## config.mk

```make
export PLATFORM = sky130hd
export DESIGN_NAME = addsub_issue_ctrl
export DESIGN_NICKNAME = d
export VERILOG_FILES = /design/src/rtl/addsub_pkg.sv /design/src/rtl/addsub_res_fifo.sv /design/src/rtl/addsub_issue_ctrl.sv
export SDC_FILE = /design/constraint.sdc
export NUM_CORES = 1
export LEC_CHECK = 0
export CAP_MARGIN = 20
export CORE_UTILIZATION = 47
export CTS_BUF_LIST = sky130_fd_sc_hd__clkbuf_16
export CTS_CLUSTER_DIAMETER = 80
export DETAILED_ROUTE_END_ITERATION = 8
export PLACE_DENSITY = 0.77
export SLEW_MARGIN = 20
export SYNTH_ARGS = -nofsm -noshare
export SYNTH_HDL_FRONTEND = slang
export SYNTH_SLANG_ARGS = --single-unit
export TNS_END_PERCENT = 5
```

## constraint.sdc

```tcl
create_clock -name CLK -period 2.57 [get_ports CLK]
set_input_delay 0.257 -clock CLK [delete_from_list [all_inputs] [get_ports CLK]]
set_output_delay 0.257 -clock CLK [all_outputs]
set_load 0.1 [all_outputs]
```

## src/rtl/addsub_pkg.sv

```systemverilog
// addsub_pkg: shared constants and result-entry type for the adder issue controller.
// ADDSUB_FLAGS_EN adds zero/overflow fields to the stored result entry.
package addsub_pkg;
  localparam int DEF_WIDTH = 32;
  localparam int DEF_TAG_W = 4;
  localparam logic OP_ADD = 1'b1;
  localparam logic OP_SUB = 1'b0;
  typedef struct packed {
    logic [DEF_WIDTH-1:0] s;
    logic                 c;
    logic [DEF_TAG_W-1:0] tag;
`ifdef ADDSUB_FLAGS_EN
    logic                 z;
    logic                 v;
`endif
  } res_entry_t;
endpackage

```

## src/rtl/addsub_res_fifo.sv

```systemverilog
// addsub_res_fifo: synchronous result FIFO; head reads as zero while empty.
module addsub_res_fifo #(
  parameter int DEPTH = 4,
  parameter int W = 37
) (
  input  logic                         clk,
  input  logic                         rst_n,
  input  logic                         i_push,
  input  logic [W-1:0]                 i_din,
  input  logic                         i_pop,
  output logic [W-1:0]                 o_dout,
  output logic [$clog2(DEPTH+1)-1:0]   o_count,
  output logic                         o_full,
  output logic                         o_empty
);
  localparam int AW = $clog2(DEPTH);
  localparam int CW = $clog2(DEPTH+1);
  logic [W-1:0]  r_mem [DEPTH];
  logic [AW-1:0] r_wr;
  logic [AW-1:0] r_rd;
  logic [CW-1:0] r_cnt;
  logic          w_push;
  logic          w_pop;
  assign w_pop   = i_pop && !o_empty;
  assign w_push  = i_push && (!o_full || w_pop);
  assign o_count = r_cnt;
  assign o_full  = r_cnt == CW'(DEPTH);
  assign o_empty = r_cnt == '0;
  assign o_dout  = o_empty ? '0 : r_mem[r_rd];
  // Pointers wrap naturally because DEPTH is a power of two.
  always_ff @(posedge clk or negedge rst_n)
    if (!rst_n) begin
      r_wr  <= '0;
      r_rd  <= '0;
      r_cnt <= '0;
    end else begin
      if (w_push) r_wr <= r_wr + 1'b1;
      if (w_pop) r_rd <= r_rd + 1'b1;
      r_cnt <= (w_push && !w_pop) ? r_cnt + 1'b1 : (w_pop && !w_push) ? r_cnt - 1'b1 : r_cnt;
    end
  always_ff @(posedge clk)
    if (w_push) r_mem[r_wr] <= i_din;
endmodule

```

## src/rtl/addsub_issue_ctrl.sv

```systemverilog
// addsub_issue_ctrl: credit-based issue stage and result buffer for a registered adder/subtractor.
// ADDSUB_FLAGS_EN adds RES_Z (zero) and RES_V (signed overflow) outputs.
module addsub_issue_ctrl #(
  parameter int WIDTH = addsub_pkg::DEF_WIDTH,
  parameter int DEPTH = 4,
  parameter int TAG_W = addsub_pkg::DEF_TAG_W
) (
  input  logic             CLK,
  input  logic             RSTN,
  input  logic             REQ_VALID,
  output logic             REQ_READY,
  input  logic             REQ_ADD,
  input  logic [WIDTH-1:0] REQ_A,
  input  logic [WIDTH-1:0] REQ_B,
  input  logic [TAG_W-1:0] REQ_TAG,
  output logic             ADD_SCLR,
  output logic             ADD_CE,
  output logic             ADD_OP,
  output logic [WIDTH-1:0] ADD_A,
  output logic [WIDTH-1:0] ADD_B,
  input  logic [WIDTH-1:0] ADD_S,
  input  logic             ADD_C_OUT,
  output logic             RES_VALID,
  input  logic             RES_READY,
  output logic [WIDTH-1:0] RES_S,
  output logic             RES_C,
`ifdef ADDSUB_FLAGS_EN
  output logic             RES_Z,
  output logic             RES_V,
`endif
  output logic [TAG_W-1:0] RES_TAG
);
  import addsub_pkg::*;
  localparam int CW = $clog2(DEPTH+1);
  logic             r_inflight;
  logic [TAG_W-1:0] r_tag;
  logic [CW-1:0]    w_count;
  logic [CW:0]      w_occ;
  logic             w_full;
  logic             w_empty;
  logic             w_issue;
  logic             w_push;
  logic             w_pop;
  res_entry_t       w_wr;
  res_entry_t       w_head;
`ifdef ADDSUB_FLAGS_EN
  logic             r_op;
  logic             r_as;
  logic             r_bs;
  logic             w_sign;
`endif
  assign ADD_SCLR = ~RSTN;
  // The in-flight op holds a credit so its result always has a FIFO slot.
  assign w_occ     = {1'b0, w_count} + {{CW{1'b0}}, r_inflight};
  assign REQ_READY = RSTN && (w_occ < (CW+1)'(DEPTH));
  assign w_issue   = REQ_VALID && REQ_READY;
  assign ADD_CE    = w_issue;
  assign ADD_OP    = REQ_ADD;
  assign ADD_A     = REQ_A;
  assign ADD_B     = REQ_B;
  always_ff @(posedge CLK or negedge RSTN)
    if (!RSTN) begin
      r_inflight <= 1'b0;
      r_tag      <= '0;
`ifdef ADDSUB_FLAGS_EN
      r_op       <= 1'b0;
      r_as       <= 1'b0;
      r_bs       <= 1'b0;
`endif
    end else begin
      r_inflight <= w_issue;
      if (w_issue) begin
        r_tag <= REQ_TAG;
`ifdef ADDSUB_FLAGS_EN
        r_op  <= REQ_ADD;
        r_as  <= REQ_A[WIDTH-1];
        r_bs  <= REQ_B[WIDTH-1];
`endif
      end
    end
`ifdef ADDSUB_FLAGS_EN
  assign w_sign = ADD_S[WIDTH-1];
`endif
  always_comb begin
    w_wr     = '0;
    w_wr.s   = ADD_S;
    w_wr.c   = ADD_C_OUT;
    w_wr.tag = r_tag;
`ifdef ADDSUB_FLAGS_EN
    w_wr.z   = ADD_S == '0;
    w_wr.v   = (r_op == OP_ADD) ? (r_as == r_bs && w_sign != r_as) : (r_as != r_bs && w_sign != r_as);
`endif
  end
  assign w_pop  = RES_VALID && RES_READY;
  assign w_push = r_inflight && (!w_full || w_pop);
  addsub_res_fifo #(
    .DEPTH(DEPTH),
    .W($bits(res_entry_t))
  ) u_fifo (
    .clk(CLK),
    .rst_n(RSTN),
    .i_push(w_push),
    .i_din(w_wr),
    .i_pop(w_pop),
    .o_dout(w_head),
    .o_count(w_count),
    .o_full(w_full),
    .o_empty(w_empty)
  );
  assign RES_VALID = ~w_empty;
  assign RES_S     = w_head.s;
  assign RES_C     = w_head.c;
  assign RES_TAG   = w_head.tag;
`ifdef ADDSUB_FLAGS_EN
  assign RES_Z     = w_head.z;
  assign RES_V     = w_head.v;
`endif
endmodule

```

==> reports/results.ini <==
[status]
status = finished clean

[synth]
ys_warn_count = 0
synth_top_area_share = 0.666
synth-seq-area-share = 0.711
syn_avg_cell_area_um2 = 19.2
synthTopCellsByArea = edfxtp_1 67%, mux4_2 12%, buf_4 7.5%
muxShareOfSynthArea = 0.135
synth_compound_area_frac = 0.00487
synth_top_family_by_area = multiplexers
syn-instance-count = 347
syn-cell-area_um2 = 6680
synth-simple-area-share = 0.0422
syn_nets = 459
yosysTopAreaCell = edfxtp_1
synth_adder_area_share = 0.0124
synth_cell_types = 23
synthXorXnorAreaFrac = 0.00787
ys_ff_latch = 160

[clock_tree]
cts-resized-gates = 0
htree_levels = 4
cts_sinks = 160
clkTransAtPathRegs_ns = 0.06
cts_tree = built
cts_inserted_buffers = 17
insertion_delay_ns = 0.41
cts.hold.buffers_added = 0
clk_path_buf_depth = 2
root_buffer = clkbuf_16
cts_setup_buffers = 0

[timing]
max_freq_mhz = 415
fin_crit_sh = 0.938
min_period_ns = 2.41
setup_viol = 0
hold_viol = 0
drv_slew = 0
rsz0062_at_grt = no
max-slew-margin-rel = 0.312
tightestPinTransition_ns = 1.03
clock_skew_ns = 0.00752

[routing]
drt_iter0_markers = 215
postRouteAntennaNets = 0
wire_per_inst_um = 24.7
first_pass_iters = 4
vias = 3082
routed_via_density = 5.42
drc = 0
wl_um = 14100

[setup_path]
critPathBufInv = 2
start_kind = flop
cp_max_fo = 20
slowest_delay_ns = 0.55
critical_path.most_common_cell = buf_12
r2r_slack_ns = 0.40
cp_slowest_cell = dfrtp_4
cp.depth = 4
worstSetupEndpointType = output pin
worstPathArrival_ns = 2.15
cp-endpoint = RES_S[25]
worst-setup-path-type = reg -> out
cp_data_required_time_ns = 2.31
ff2ff_path_depth = 5
cp_top_family = flip-flops
rr_startpoint = u_fifo.o_count[0]$_DFFE_PN0P_
startpoint = u_fifo.r_rd[0]$_DFFE_PN0P_
cp_cell_sequence = buf_12 -> mux4_2 -> and2_1 -> buf_12
r2r-end = u_fifo.o_count[1]$_DFFE_PN0P_

[placement]
numPortBuffers = 81
routabilityCongestion = 0.730
post-dp-hpwl_um = 9050

[grt]
grt_pass1_vias = 3315
antenna_found_initial = 0
overflow = 0
grt.busiest_layer = met2
grt_max_degree = 40
grt_pass1_wl_um = 20900
grt_use_met2 = 0.352
use_met3 = 0.0836
met1_usage = 0.229
grt.total_usage = 0.207

[run]
cap_viol_max_count = 0

[floorplan]
rows = 43
fp.dieW_um = 121
ioPinCount = 212
coreArea_um2 = 13900
start_util = 0.481
dieArea_um2 = 14700
die_h_um = 121

[finish]
final_layout_size_suffix_gt1_frac = 0.308
final_util = 0.592
diodes = 0
final_nets = 488
syn_to_final_growth_pct = 23.1

[worst_hold_path]
hp-class = in -> async

-- metal layers --
layer,share of wire,up-vias
li1,-,1318
met1,0.32,1574
met2,0.55,158
met3,0.10,32
met4,0.027,0
met5,0,-
-- cell families after synthesis --
logic type,after synthesis
fa+ha+maj,6
buf+inv,83
xor+xnor,6
mux,43
compound gates,3
flops,160
simple gates,46
-- stage by stage --
step	instances	hold slack [ns]	area (µm²)	setup slack (ns)	setup TNS [ns]
after detailed placement	537	0.509	7650	0.171	0
after global placement	537	0.486	7650	0.238	0
after global routing	569	0.294	8220	0.0536	0
after floorplan	347	-0.0386	6680	-0.0277	-0.111
after CTS	569	0.266	8220	0.0774	0
final	569	0.278	8220	0.159	0
-- registers in the layout (all words and copies together), names as in the netlist --
signal,cells
u_fifo.r_rd,2
u_fifo.o_count,3
u_fifo.r_wr,2
r_tag,4
r_inflight,1
u_fifo.r_mem,148
-- placed cells by master (no fill, tap or decap), types with 3 or more instances in the layout --
| cell type | count |
|---|---|
| xnor2_1 | 5 |
| and2_2 | 4 |
| clkdlybuf4s50_1 | 40 |
| inv_1 | 11 |
| buf_12 | 44 |
| mux2_2 | 5 |
| bufinv_16 | 3 |
| mux4_2 | 37 |
| clkinv_1 | 3 |
| ha_1 | 5 |
| buf_4 | 3 |
| dfrtp_1 | 10 |
| and2_1 | 37 |
| clkinv_2 | 4 |
| clkbuf_16 | 17 |
| edfxtp_1 | 148 |
-- cell usage after synthesis --
| library cell | n |
|---|---|
| a311oi_2 | 1 |
| a31oi_1 | 1 |
| and2_1 | 41 |
| buf_2 | 3 |
| buf_4 | 67 |
| buf_6 | 2 |
| clkbuf_1 | 5 |
| dfrtp_1 | 12 |
| edfxtp_1 | 148 |
| fa_1 | 1 |
| ha_1 | 5 |
| inv_1 | 6 |
| mux2_1 | 1 |
| mux2_2 | 5 |
| mux4_2 | 37 |
| nand2_1 | 1 |
| nand2b_1 | 1 |
| nand3_1 | 1 |
| nor2_1 | 1 |
| o41a_1 | 1 |
| or3_1 | 1 |
| xnor2_1 | 5 |
| xor2_1 | 1 |
-- cell type report --
class	instances	area (µm²)
multi-input cells	104	1360
flip-flops and latches	160	4750
repair buffers	87	1300
inverters	6	22.5
fillers	1002	5660
clock buffers	17	425
clock inverters	15	140
well taps	180	225
-- how the worst min path moves through the flow --
| stage | start | end | depth (start not counted) |
|---|---|---|---|
| 2_1_floorplan | RSTN | r_inflight$_DFF_PN0_ | 0 |
| 3_3_place_gp | r_tag[1]$_DFFE_PN0P_ | u_fifo.r_mem[0][1]$_DFFE_PP_ | 0 |
| 3_5_place_dp | r_tag[0]$_DFFE_PN0P_ | u_fifo.r_mem[1][0]$_DFFE_PP_ | 0 |
| 4_1_cts | RSTN | r_tag[3]$_DFFE_PN0P_ | 2 |
| 5_1_grt | RSTN | r_tag[3]$_DFFE_PN0P_ | 2 |
| 6_report | RSTN | r_tag[3]$_DFFE_PN0P_ | 2 |
Power is not shown: default switching activity piles up to over one toggle a cycle in this logic, so the estimate is an artifact.
